===== config.mk =====
export PLATFORM = sky130hd
export DESIGN_NAME = pipelined_adder_v
export DESIGN_NICKNAME = d
export VERILOG_FILES = /design/src/rtl/pipelined_adder_v_pkg.sv /design/src/rtl/pipelined_adder_v_slice.sv /design/src/rtl/pipelined_adder_v.sv
export SDC_FILE = /design/constraint.sdc
export NUM_CORES = 1
export LEC_CHECK = 0
export BUFFER_PORTS_ARGS = -buffer_cell sky130_fd_sc_hd__buf_2
export CORE_ASPECT_RATIO = 1.4
export CORE_MARGIN = 4
export CORE_UTILIZATION = 25
export CTS_BUF_LIST = sky130_fd_sc_hd__clkbuf_4 sky130_fd_sc_hd__clkbuf_8
export DETAILED_ROUTE_END_ITERATION = 6
export GPL_TIMING_DRIVEN = 0
export SYNTH_ARGS = -nofsm -noshare
export SYNTH_HDL_FRONTEND = slang
export SYNTH_SLANG_ARGS = --single-unit

===== constraint.sdc =====
create_clock -name i_clk -period 3 [get_ports i_clk]
set_clock_uncertainty 0.05 [all_clocks]
set_input_delay 0.15 -clock i_clk [delete_from_list [all_inputs] [get_ports i_clk]]
set_output_delay 0.15 -clock i_clk [all_outputs]
set_load 0.02 [all_outputs]

===== src/rtl/pipelined_adder_v_pkg.sv =====
// Shared arithmetic definitions for the pipelined add/subtract unit.
// Mode encodings select between A+B+cin and A-B-borrow.
package pipelined_adder_v_pkg;

   localparam logic MODE_ADD = 1'b0;
   localparam logic MODE_SUB = 1'b1;

endpackage


===== src/rtl/pipelined_adder_v_slice.sv =====
// Combinational ripple-carry building blocks: a one-bit full adder and a
// CHUNK-bit slice that also exposes the carry into its top bit.
module full_adder_v (
   input  logic a,
   input  logic b,
   input  logic cin,
   output logic s,
   output logic cout
);

   assign s    = a ^ b ^ cin;
   assign cout = (a & b) | (cin & (a ^ b));

endmodule

module adder_slice_v #(
   parameter int CHUNK = 4
) (
   input  logic [CHUNK-1:0] a,
   input  logic [CHUNK-1:0] b,
   input  logic             cin,
   output logic [CHUNK-1:0] s,
   output logic             cout,
   output logic             c_top
);

   logic [CHUNK:0] carry_s;

   assign carry_s[0] = cin;

   for (genvar i = 0; i < CHUNK; i++) begin : g_bit
      full_adder_v u_fa (
         .a    (a[i]),
         .b    (b[i]),
         .cin  (carry_s[i]),
         .s    (s[i]),
         .cout (carry_s[i+1])
      );
   end

   // c_top is the carry into the slice MSB; with cout it yields signed overflow
   assign cout  = carry_s[CHUNK];
   assign c_top = carry_s[CHUNK-1];

endmodule


===== src/rtl/pipelined_adder_v.sv =====
// Pipelined WIDTH-bit add/subtract unit: one CHUNK-bit ripple slice per stage,
// operands skewed forward and result slices deskewed, valid/ready on both sides.
module pipelined_adder_v
   import pipelined_adder_v_pkg::*;
#(
   parameter int WIDTH  = 16,
   parameter int STAGES = 4
) (
   input  logic             i_clk,
   input  logic             i_rst,
   input  logic             i_valid,
   output logic             o_ready,
   input  logic [WIDTH-1:0] i_a,
   input  logic [WIDTH-1:0] i_b,
   input  logic             i_carry,
   input  logic             i_sub,
   output logic             o_valid,
   input  logic             i_ready,
   output logic [WIDTH-1:0] o_s,
   output logic             o_carry,
   output logic             o_overflow
);

   localparam int CHUNK = WIDTH / STAGES;

   logic en_s;

   // Single global enable: the whole pipe moves or the whole pipe holds
   assign o_ready = ~i_rst & (~o_valid | i_ready);
   assign en_s    = o_ready;

   for (genvar k = 0; k < STAGES; k++) begin : g_stage
      localparam int IN_W = WIDTH - k * CHUNK;

      logic [IN_W-1:0]          a_in_s;
      logic [IN_W-1:0]          b_in_s;
      logic                     cin_s;
      logic                     v_in_s;
      logic [CHUNK-1:0]         sum_s;
      logic                     cout_s;
      logic [(k+1)*CHUNK-1:0]   s_r;
      logic                     c_r;
      logic                     v_r;

      if (k == 0) begin : g_entry
         // Subtract is A + ~B + ~borrow
         assign a_in_s = i_a;
         assign b_in_s = (i_sub == MODE_SUB) ? ~i_b : i_b;
         assign cin_s  = (i_sub == MODE_ADD) ? i_carry : ~i_carry;
         assign v_in_s = i_valid;

         // First result slice
         always_ff @(posedge i_clk or posedge i_rst) begin
            if (i_rst) begin
               s_r <= '0;
            end else if (en_s) begin
               s_r <= sum_s;
            end
         end
      end else begin : g_chain
         assign a_in_s = g_stage[k-1].g_mid.a_r;
         assign b_in_s = g_stage[k-1].g_mid.b_r;
         assign cin_s  = g_stage[k-1].c_r;
         assign v_in_s = g_stage[k-1].v_r;

         // Deskew: new slice on top of the lower slices computed earlier
         always_ff @(posedge i_clk or posedge i_rst) begin
            if (i_rst) begin
               s_r <= '0;
            end else if (en_s) begin
               s_r <= {sum_s, g_stage[k-1].s_r};
            end
         end
      end

      if (k < STAGES - 1) begin : g_mid
         logic [IN_W-CHUNK-1:0] a_r;
         logic [IN_W-CHUNK-1:0] b_r;
         logic                  c_top_unused_s;

         adder_slice_v #(.CHUNK(CHUNK)) u_slice (
            .a     (a_in_s[CHUNK-1:0]),
            .b     (b_in_s[CHUNK-1:0]),
            .cin   (cin_s),
            .s     (sum_s),
            .cout  (cout_s),
            .c_top (c_top_unused_s)
         );

         // Skew: forward operand bits that later stages still have to add
         always_ff @(posedge i_clk or posedge i_rst) begin
            if (i_rst) begin
               a_r <= '0;
               b_r <= '0;
            end else if (en_s) begin
               a_r <= a_in_s[IN_W-1:CHUNK];
               b_r <= b_in_s[IN_W-1:CHUNK];
            end
         end
      end else begin : g_tail
         logic c_top_s;
         logic ov_r;

         adder_slice_v #(.CHUNK(CHUNK)) u_slice (
            .a     (a_in_s[CHUNK-1:0]),
            .b     (b_in_s[CHUNK-1:0]),
            .cin   (cin_s),
            .s     (sum_s),
            .cout  (cout_s),
            .c_top (c_top_s)
         );

         // Signed overflow from the carries around the word MSB
         always_ff @(posedge i_clk or posedge i_rst) begin
            if (i_rst) begin
               ov_r <= 1'b0;
            end else if (en_s) begin
               ov_r <= c_top_s ^ cout_s;
            end
         end
      end

      // Carry and valid hand-off to the next stage
      always_ff @(posedge i_clk or posedge i_rst) begin
         if (i_rst) begin
            c_r <= 1'b0;
            v_r <= 1'b0;
         end else if (en_s) begin
            c_r <= cout_s;
            v_r <= v_in_s;
         end
      end
   end

   assign o_valid    = g_stage[STAGES-1].v_r;
   assign o_s        = g_stage[STAGES-1].s_r;
   assign o_carry    = g_stage[STAGES-1].c_r;
   assign o_overflow = g_stage[STAGES-1].g_tail.ov_r;

endmodule


==> impl_metrics.toml, run 1 <==
[placement]
dpl.hpwl_um = 6150
gp_congestion = 0.734
post-place-ws_ns = -0.0280
dpl-instance-area_um2 = 4790
io_buffers = 56

[worst_setup_path]
crit_fanout = 10
r2r-start = "g_stage[2].c_r$_DFFE_PP0P_"
required_ns = 3.20
crit_path_start_kind = "primary input"
r2r_cells = 9
worstPathArrival_ns = 2.77
reg2reg_to = "o_overflow$_DFFE_PP0P_"
endpoint_kind = "flip-flop"
critPathKind = "primary input to flip-flop"
worst-r2r-setup-slack_ns = 0.49

[pwr]
power.switching_mw = 1.57
pwr-share-seq_pct = 45.9
p_int_mw = 3.21
irDropWorstVdd_v = 0.000311
power_frac_comb_pct = 34.1
switching_share_pct = 32.8
clock_power_share_pct = 20.0
power.leakage_nw = 2.36
cellPowerDensity_nw_per_um2 = 928

[yosys]
synth_area_leader_cell = "dfrtp_1"
synthesis.nets = 335
yosysSeqAreaShare_pct = 57.4
ys_warn_count = 0
syn_avg_cell_area_um2 = 15.0
synthTopCellsByArea = "dfrtp_1 (57%), mux2_2 (18%), fa_1 (7.6%)"
ys_ff_latch = 97
syn_area_um2 = 4230
yosysUniqueCellTypes = 14
synthCells = 281
yosysTopAreaCellShare_pct = 57.4

[clock_network]
cts_buffers = 9
cts_tree = "built"
cts-resized-gates = 0
clk_pin_slew_worst_paths_ns = 0.09
cts_hold_buf = 14
htreeDepth = 3
cts_setup_buffers = 0
cts_buffer_depth = 2
clkSinkCount = 97
cts_root_buf = "clkbuf_8"
insertion_delay_ns = 0.36

[worst_hold_path]
hold-path-cell-count = 3
min_from = "i_b[4]"
hold_end = "g_stage[0].g_mid.b_r[0]$_DFFE_PP0P_"
hp-class = "primary input to flip-flop"

[detailed_routing]
vias = 2323
drtIter0Drc = 86
vias_per_cell = 4.07
drcViolationCount = 0
wl_per_cell_um = 14.4
dr.pass1.iters = 4
drt_wl_total_um = 8200
antenna_left = 0

[die]
core.rowCount = 56
die_w_um = 118
start_util_pct = 25.3
die-area_um2 = 19100
core_um2 = 16700
fp.dieH_um = 162
ios = 58

[timing]
slew_headroom_pct = 62.8
fin_ws_ns = 0.429
fin_crit_ns = 2.57
fmax_mhz = 389
setup_viol = 0
finalCritPeriodShare_pct = 85.7
slew_viol_final = 0
hold_viol = 0
rsz0062_at_grt = "no"
worst_pin_slew_ns = 0.559

[job]
maxCapViolCount = 0

[finish]
drive_gt1_share_pct = 42.1
antennaDiodeCount = 0
final_common_cell = "dfrtp_1"
synthToLayoutAreaGrowth_pct = 22.0
nNetsFinal = 417
utilization_pct = 30.9
design_area_um2 = 5150
mostFrequentLayoutCells = "dfrtp_1 (97), mux2_2 (67), buf_2 (63)"

[grt]
gr-total-overflow = 0
grt_first_pass_wirelength_um = 14100
grt_usage_pct = 9.48
antenna_found_initial = 0
grt_max_degree = 56
grt_pass1_vias = 2687

[outcome]
outcome = "finished, final reports clean"
==> layer usage <==
layer  part of all wire [%]  track usage, %  vias to the layer above
met1                     43            11.5                     1199
met5                      0               0                        -
met2                     52            16.0                       42
li1                       -               -                     1073
met4                    2.1            4.32                        0
met3                    3.1            2.19                        9
==> critical path, cell delays in order <==
cell	delay, ns
buf_2	0.24
buf_4	0.29
xnor2_1	0.13
fa_1	0.41
fa_1	0.43
fa_1	0.38
inv_1	0.08
fa_1	0.40
mux2_2	0.27
==> sequential cells by signal, indices dropped and copies added (netlist names) <==
register,cells
g_stage.s_r,24
o_carry,1
g_stage.v_r,3
o_valid,1
g_stage.g_mid.a_r,24
o_overflow,1
g_stage.g_mid.b_r,24
o_s,16
g_stage.c_r,3
==> worst max-delay path by stage <==
stage	from	to	slack [ns]
final	i_sub	g_stage[0].s_r[3]$_DFFE_PP0P_	0.43
after global routing	g_stage[2].g_mid.a_r[0]$_DFFE_PP0P_	o_overflow$_DFFE_PP0P_	0.30
after CTS	i_sub	g_stage[0].s_r[3]$_DFFE_PP0P_	0.40
after detailed placement	i_sub	g_stage[0].s_r[3]$_DFFE_PP0P_	-0.03
after global placement	i_rst	g_stage[0].g_mid.a_r[8]$_DFFE_PP0P_	-0.88
after floorplan	i_rst	g_stage[0].c_r$_DFFE_PP0P_	0.27
==> cell type report <==
class | instances | area (um^2)
Fill cell | 1684 | 11500
Sequential cell | 97 | 2430
Multi-Input combinational cell | 133 | 1570
Timing Repair Buffer | 71 | 448
Tap cell | 203 | 254
Inverter | 39 | 149
Clock buffer | 9 | 124
Clock inverter | 7 | 101
Buffer | 12 | 83.8
==> cell usage after synthesis <==
master and n:
xnor2_1 7, xor2_1 11, fa_1 16, dfrtp_1 97, mux2_2 67, inv_2 1
mux2_1 15, buf_6 3, buf_4 2, o21ai_0 2, a21oi_4 1, mux2i_1 14
inv_1 38, buf_2 7
==> stage by stage <==
stage | hold WS, ns | TNS (ns) | cells | total power [mW]
floorplan | 0.196 | 0 | 281 | 3.37
global placement | 0.334 | -84.80 | 540 | 3.81
detailed placement | 0.245 | -0.0280 | 541 | 3.91
CTS | 0.0253 | 0 | 571 | 4.91
global route | 0.0393 | 0 | 571 | 5.22
finish | 0.0476 | 0 | 571 | 4.79
==> cell families after synthesis <==
| group | Yosys count | share of synthesized area (%) |
|---|---|---|
| compound gates | 3 | 0.622 |
| fa+ha+maj | 16 | 7.58 |
| xor+xnor | 18 | 3.73 |
| flops | 97 | 57.4 |
| mux | 96 | 25.2 |
| buf+inv | 51 | 5.45 |
==> power by group through the flow <==
stage	registers [mW]	clock network (mW)	logic, mW
after floorplan	2.31	0	1.06
after global placement	2.21	0	1.61
after detailed placement	2.24	0	1.67
after CTS	2.21	1.01	1.69
after global routing	2.28	1.05	1.88
final	2.20	0.956	1.63
Power figures use the tool's default switching activity.
==> run 2, diff against run 1 <==
- CORE_MARGIN: 4 -> 1.5
==> run 2 against run 1 <==
  * Sequential share of layout area grew 0.40 points
  * Die area down 7.2%
  * Critical path depth is the same
  * Clock power decreased by 19%
  * Combinational power barely moved
  * Wire length down 3.7%
  * Clock-buffer cell count grew 4
  * Design area shrank 0.85%
==> impl_metrics.toml, run 2 (same netlist as run 1, synthesis figures left out) <==
[outcome]
outcome = "finished, final reports clean"

[clock_network]
cts_buffer_depth = 2
cts_root_buf = "clkbuf_8"
cts_tree = "built"
htreeDepth = 3
clkSinkCount = 97
insertion_delay_ns = 0.35
cts_buffers = 9
cts_setup_buffers = 0
clk_pin_slew_worst_paths_ns = 0.09
cts_hold_buf = 14
cts-resized-gates = 0

[detailed_routing]
drtIter0Drc = 43
wl_per_cell_um = 13.8
drcViolationCount = 0
dr.pass1.iters = 3
antenna_left = 0
vias_per_cell = 4.07
drt_wl_total_um = 7900
vias = 2326

[worst_hold_path]
hold-path-cell-count = 3
hp-class = "primary input to flip-flop"
min_from = "i_b[4]"
hold_end = "g_stage[0].g_mid.b_r[0]$_DFFE_PP0P_"

[finish]
drive_gt1_share_pct = 42.1
synthToLayoutAreaGrowth_pct = 21.0
utilization_pct = 30.6
final_common_cell = "dfrtp_1"
reg_top3 = "g_stage.g_mid.a_r x24, g_stage.g_mid.b_r x24, g_stage.s_r x24"
design_area_um2 = 5110
antennaDiodeCount = 0
mostFrequentLayoutCells = "dfrtp_1 (97), mux2_2 (67), buf_2 (63)"
nNetsFinal = 417

[worst_setup_path]
crit_path_start_kind = "primary input"
critPathKind = "primary input to flip-flop"
crit_path_frequent_cell = "fa_1"
crit_fanout = 10
worstPathArrival_ns = 2.77
required_ns = 3.20
cp_cell_sequence = "buf_2 -> buf_4 -> xnor2_1 -> fa_1 -> fa_1 -> fa_1 -> inv_1 -> fa_1 -> mux2_2"
crit_family = "adder cells"
endpoint_kind = "flip-flop"
worst-r2r-setup-slack_ns = 0.53
r2r-start = "g_stage[2].c_r$_DFFE_PP0P_"
reg2reg_to = "o_overflow$_DFFE_PP0P_"
crit_buf_inv = 3
cp_slowest_cell = "fa_1"
r2r_cells = 9
cpPeakStageDelay_ns = 0.42
cp.depth = 9

[placement]
gp_congestion = 0.730
dpl.hpwl_um = 5950
dpl-instance-area_um2 = 4790
io_buffers = 56

[die]
die_w_um = 113
fp.dieH_um = 157
die-area_um2 = 17700
start_util_pct = 25.3
core_um2 = 16700
core.rowCount = 56
ios = 58

[grt]
grt_max_degree = 59
grt_first_pass_wirelength_um = 13200
grt_pass1_vias = 2524
antenna_found_initial = 0
gr-total-overflow = 0
grt_usage_pct = 9.74

[pwr]
finalPower_mw = 4.60
cellPowerDensity_nw_per_um2 = 900
irDropWorstVdd_v = 0.000228
power.leakage_nw = 2.35

[timing]
hold_viol = 0
slew_headroom_pct = 65.7
finalCritPeriodShare_pct = 85.7
slew_viol_final = 0
fmax_mhz = 389
setup_viol = 0
worst_pin_slew_ns = 0.515
hold_slack_ns = 0.0654
rsz0062_at_grt = "no"
fin_crit_ns = 2.57

[job]
maxCapViolCount = 0
[run 2: cell types whose count changed in the layout (fill, tap and decap cells not counted), sizes merged]
| cell | previous run | this run |
|---|---|---|
| inv | 42 | 39 |
| clkbuf | 9 | 13 |
| clkinvlp | 1 | 0 |
| clkinv | 1 | 3 |
| bufinv | 2 | 0 |
[run 2: power by group]
part	internal (mW)	switching (mW)
sequential	1.90	0.298
clock	0.362	0.414
combinational	0.835	0.792
total	3.10	1.50
[run 2: worst max-delay path by stage]
stage          startpoint                                   to
5_1_grt             i_sub        g_stage[0].s_r[3]$_DFFE_PP0P_
3_5_place_dp        i_sub        g_stage[0].s_r[3]$_DFFE_PP0P_
4_1_cts             i_sub        g_stage[0].s_r[3]$_DFFE_PP0P_
6_report            i_sub        g_stage[0].s_r[3]$_DFFE_PP0P_
2_1_floorplan       i_rst           g_stage[0].c_r$_DFFE_PP0P_
3_3_place_gp        i_rst  g_stage[0].g_mid.a_r[8]$_DFFE_PP0P_
[run 2: final cells by class]
type	instances	area, um^2
flip-flops and latches	97	2430
plain buffers	12	83.8
repair buffers	71	448
multi-input cells	133	1570
clock inverters	3	15.0
clock buffers	13	166
well taps	203	254
fillers	1689	11600
inverters	39	149
[run 2: per-stage QoR]
step / setup TNS, ns / std cells / setup WS, ns
floorplan: 0 / 281 / 0.266
global placement: -84.87 / 540 / -0.881
detailed placement: -0.00242 / 541 / -0.00242
CTS: 0 / 571 / 0.394
global route: 0 / 571 / 0.288
finish: 0 / 571 / 0.430
[run 2: layer usage]
| metal | routed length, um | track usage [%] | vias to the layer above | share of wire [%] |
|---|---|---|---|---|
| met4 | 172 | 4.64 | 0 | 2.2 |
| met3 | 267 | 2.01 | 11 | 3.4 |
| met1 | 3300 | 11.6 | 1200 | 42 |
| li1 | - | - | 1075 | - |
| met2 | 4160 | 16.8 | 40 | 53 |
| met5 | 0 | 0 | - | 0 |
[run 2: tightest hold or removal path: stages]
cell	delay, ns
buf_2	0.09
xnor2_1	0.12
mux2i_1	0.07
==> run 3, diff against run 2 <==
- ABC_AREA: not set -> 0
- GPL_TIMING_DRIVEN: 0 -> not set
- SYNTH_HIERARCHICAL: not set -> 1
==> run 3 against run 2 <==
  * Sequential cell count did not move
  * Global-route usage down 0.83 points
  * Area after synthesis fell by 2.9%
  * Critical endpoint is now o_overflow$_DFFE_PP0P_
==> impl_metrics.toml, run 3 <==
[clock_network]
insertion_delay_ns = 0.37
cts_tree = "built"
cts-resized-gates = 0
htreeDepth = 3
cts_setup_buffers = 0
cts_root_buf = "clkbuf_8"
cts_buffer_depth = 2
cts_buffers = 9
clk_pin_slew_worst_paths_ns = 0.09
clkSinkCount = 97
cts_hold_buf = 14

[finish]
synthToLayoutAreaGrowth_pct = 20.3
regArea_um2 = 2430
design_area_um2 = 4940
multi_input_area_um2 = 1590
nNetsFinal = 373
drive_gt1_share_pct = 45.0
mostFrequentLayoutCells = "dfrtp_1 (97), mux2_2 (67), buf_2 (57)"
reg_top3 = "g_stage.g_mid.a_r x24, g_stage.g_mid.b_r x24, g_stage.s_r x24"
fill_cells = 1644
antennaDiodeCount = 0
final_common_cell = "dfrtp_1"

[yosys]
synth_fa_ha_area_share_pct = 7.80
synth_compound_area_share_pct = 0.640
syn_avg_cell_area_um2 = 16.8
ys_top_cells_by_count = "dfrtp_1 (97), mux2_2 (67), mux2_1 (29), xor2_1 (18), fa_1 (16)"
synthTopCellsByArea = "dfrtp_1 (59%), mux2_2 (18%), mux2_1 (8.0%)"
syn_area_um2 = 4100
async_flop_share_pct = 100
synthesis.nets = 299
yosys.area_share.simple_pct = 0
synth_area_leader_cell = "dfrtp_1"
ys.flop_type = "dfrtp_1"
ys_ff_latch = 97
yosysUniqueCellTypes = 12
synth_xor_area_share_pct = 3.84
synthCells = 245
muxShareOfSynthArea_pct = 26.3
yosysTopAreaCellShare_pct = 59.1
synth_most_common_cell = "dfrtp_1"
yosysSeqAreaShare_pct = 59.1
synth-edff-count = 0
synth_top_family_by_area = "multiplexers"
ys_warn_count = 6

[job]
maxCapViolCount = 0

[timing]
finalCritPeriodShare_pct = 88.8
slew_viol_final = 0
worst_pin_slew_ns = 0.725
fin_crit_ns = 2.66
hold_viol = 0
slew_headroom_pct = 51.7
tns_ns = 0
rsz0062_at_grt = "no"
setup_viol = 0
fmax_mhz = 376

[detailed_routing]
dr.pass1.iters = 2
drtIter0Drc = 62
antenna_left = 0
vias = 2135
wl_per_cell_um = 13.6
drcViolationCount = 0
vias_per_cell = 4.10
drt_wl_total_um = 7080

[grt]
antenna_found_initial = 0
grt_max_degree = 98
grt_first_pass_wirelength_um = 11800
gr-total-overflow = 0
grt_usage_pct = 8.91
grt_pass1_vias = 2246

[pwr]
irDropWorstVdd_v = 0.000496
cellPowerDensity_nw_per_um2 = 918
power.leakage_nw = 2.12

[die]
core_um2 = 16100
ios = 58
core.rowCount = 55
die-area_um2 = 17200
start_util_pct = 25.5
fp.dieH_um = 155
die_w_um = 111

[placement]
gp_congestion = 0.712
dpl-instance-area_um2 = 4600
io_buffers = 57
dpl.hpwl_um = 4900

[worst_setup_path]
crit_family = "adder cells"
cp_slowest_cell = "fa_1"
worstPathArrival_ns = 2.87
crit_path_start_kind = "flip-flop"
required_ns = 3.21
crit_path_frequent_cell = "fa_1"
endpoint_kind = "flip-flop"
cp_cell_sequence = "fa_1 -> fa_1 -> fa_1 -> fa_1 -> xor2_1 -> mux2_2"
crit_fanout = 2
cpPeakStageDelay_ns = 0.44
crit_buf_inv = 0
critPathKind = "flip-flop to flip-flop"

[outcome]
outcome = "finished, final reports clean"

[worst_hold_path]
hp-class = "primary input to flip-flop"
==> run 3: final timing paths <==
| check | from | end | slack (ns) | cells past startpoint |
|---|---|---|---|---|
| hold reg to reg | g_stage[2].s_r[1]$_DFFE_PP0P_ | g_stage[2].s_r[1]$_DFFE_PP0P_ | 0.44 | 1 |
| hold / removal | i_ready | o_valid$_DFFE_PP0P_ | 0.09 | 4 |
| min in group asynchronous | i_rst | o_valid$_DFFE_PP0P_ | 0.44 | 3 |
| setup / recovery | g_stage[2].g_mid.a_r[0]$_DFFE_PP0P_ | o_overflow$_DFFE_PP0P_ | 0.34 | 6 |
| max in group asynchronous | i_rst | g_stage[0].g_mid.b_r[1]$_DFFE_PP0P_ | 1.68 | 4 |
| setup reg to reg | g_stage[2].g_mid.a_r[0]$_DFFE_PP0P_ | o_overflow$_DFFE_PP0P_ | 0.34 | 6 |
==> run 3: worst register-to-register path, cell delays in order (launching register included) <==
cell and delay, ns:
dfrtp_1 0.41, fa_1 0.44, fa_1 0.39, fa_1 0.43, fa_1 0.42, xor2_1 0.17, mux2_2 0.26
==> run 3: kinds of logic (layout without fill, tap and decap cells) <==
family | count (synthesis) | in the layout
flip-flops | 97 | 97
adder cells (fa/ha/maj) | 16 | 16
AO/OA/AOI/OAI | 3 | 3
buffers and inverters | 15 | 92
multiplexers | 96 | 96
XOR/XNOR | 18 | 18
==> run 3: layout make-up <==
type,count,share of cell area [%]
Clock buffer,10,2.79
Clock inverter,4,1.12
Inverter,3,0.279
Multi-Input combinational cell,133,32.1
Sequential cell,97,49.2
Tap cell,199,5.04
Timing Repair Buffer,75,9.48
==> run 3: report_power, final <==
| part | total (mW) | switching [mW] | internal [mW] |
|---|---|---|---|
| combinational | 1.44 | 0.643 | 0.797 |
| clock | 0.851 | 0.448 | 0.402 |
| sequential | 2.24 | 0.340 | 1.90 |
| total | 4.53 | 1.43 | 3.10 |
==> run 3: metal layers <==
metal / global-route usage, % / part of all wire (%)
met2: 13.5 / 48
met4: 3.62 / 1.8
met1: 11.5 / 46
met5: 0 / 0
met3: 3.29 / 4.2
==> run 3: through the flow <==
step,power [mW],setup slack [ns],utilization (%),hold slack [ns],cells
after floorplan,3.28,0.266,-,0.207,245
after global placement,3.68,0.356,28.6,0.307,493
after detailed placement,3.75,0.332,28.6,0.326,493
after CTS,4.64,0.315,30.7,0.0619,521
after global routing,4.90,0.263,30.7,0.0956,521
final,4.53,0.337,30.7,0.0890,521
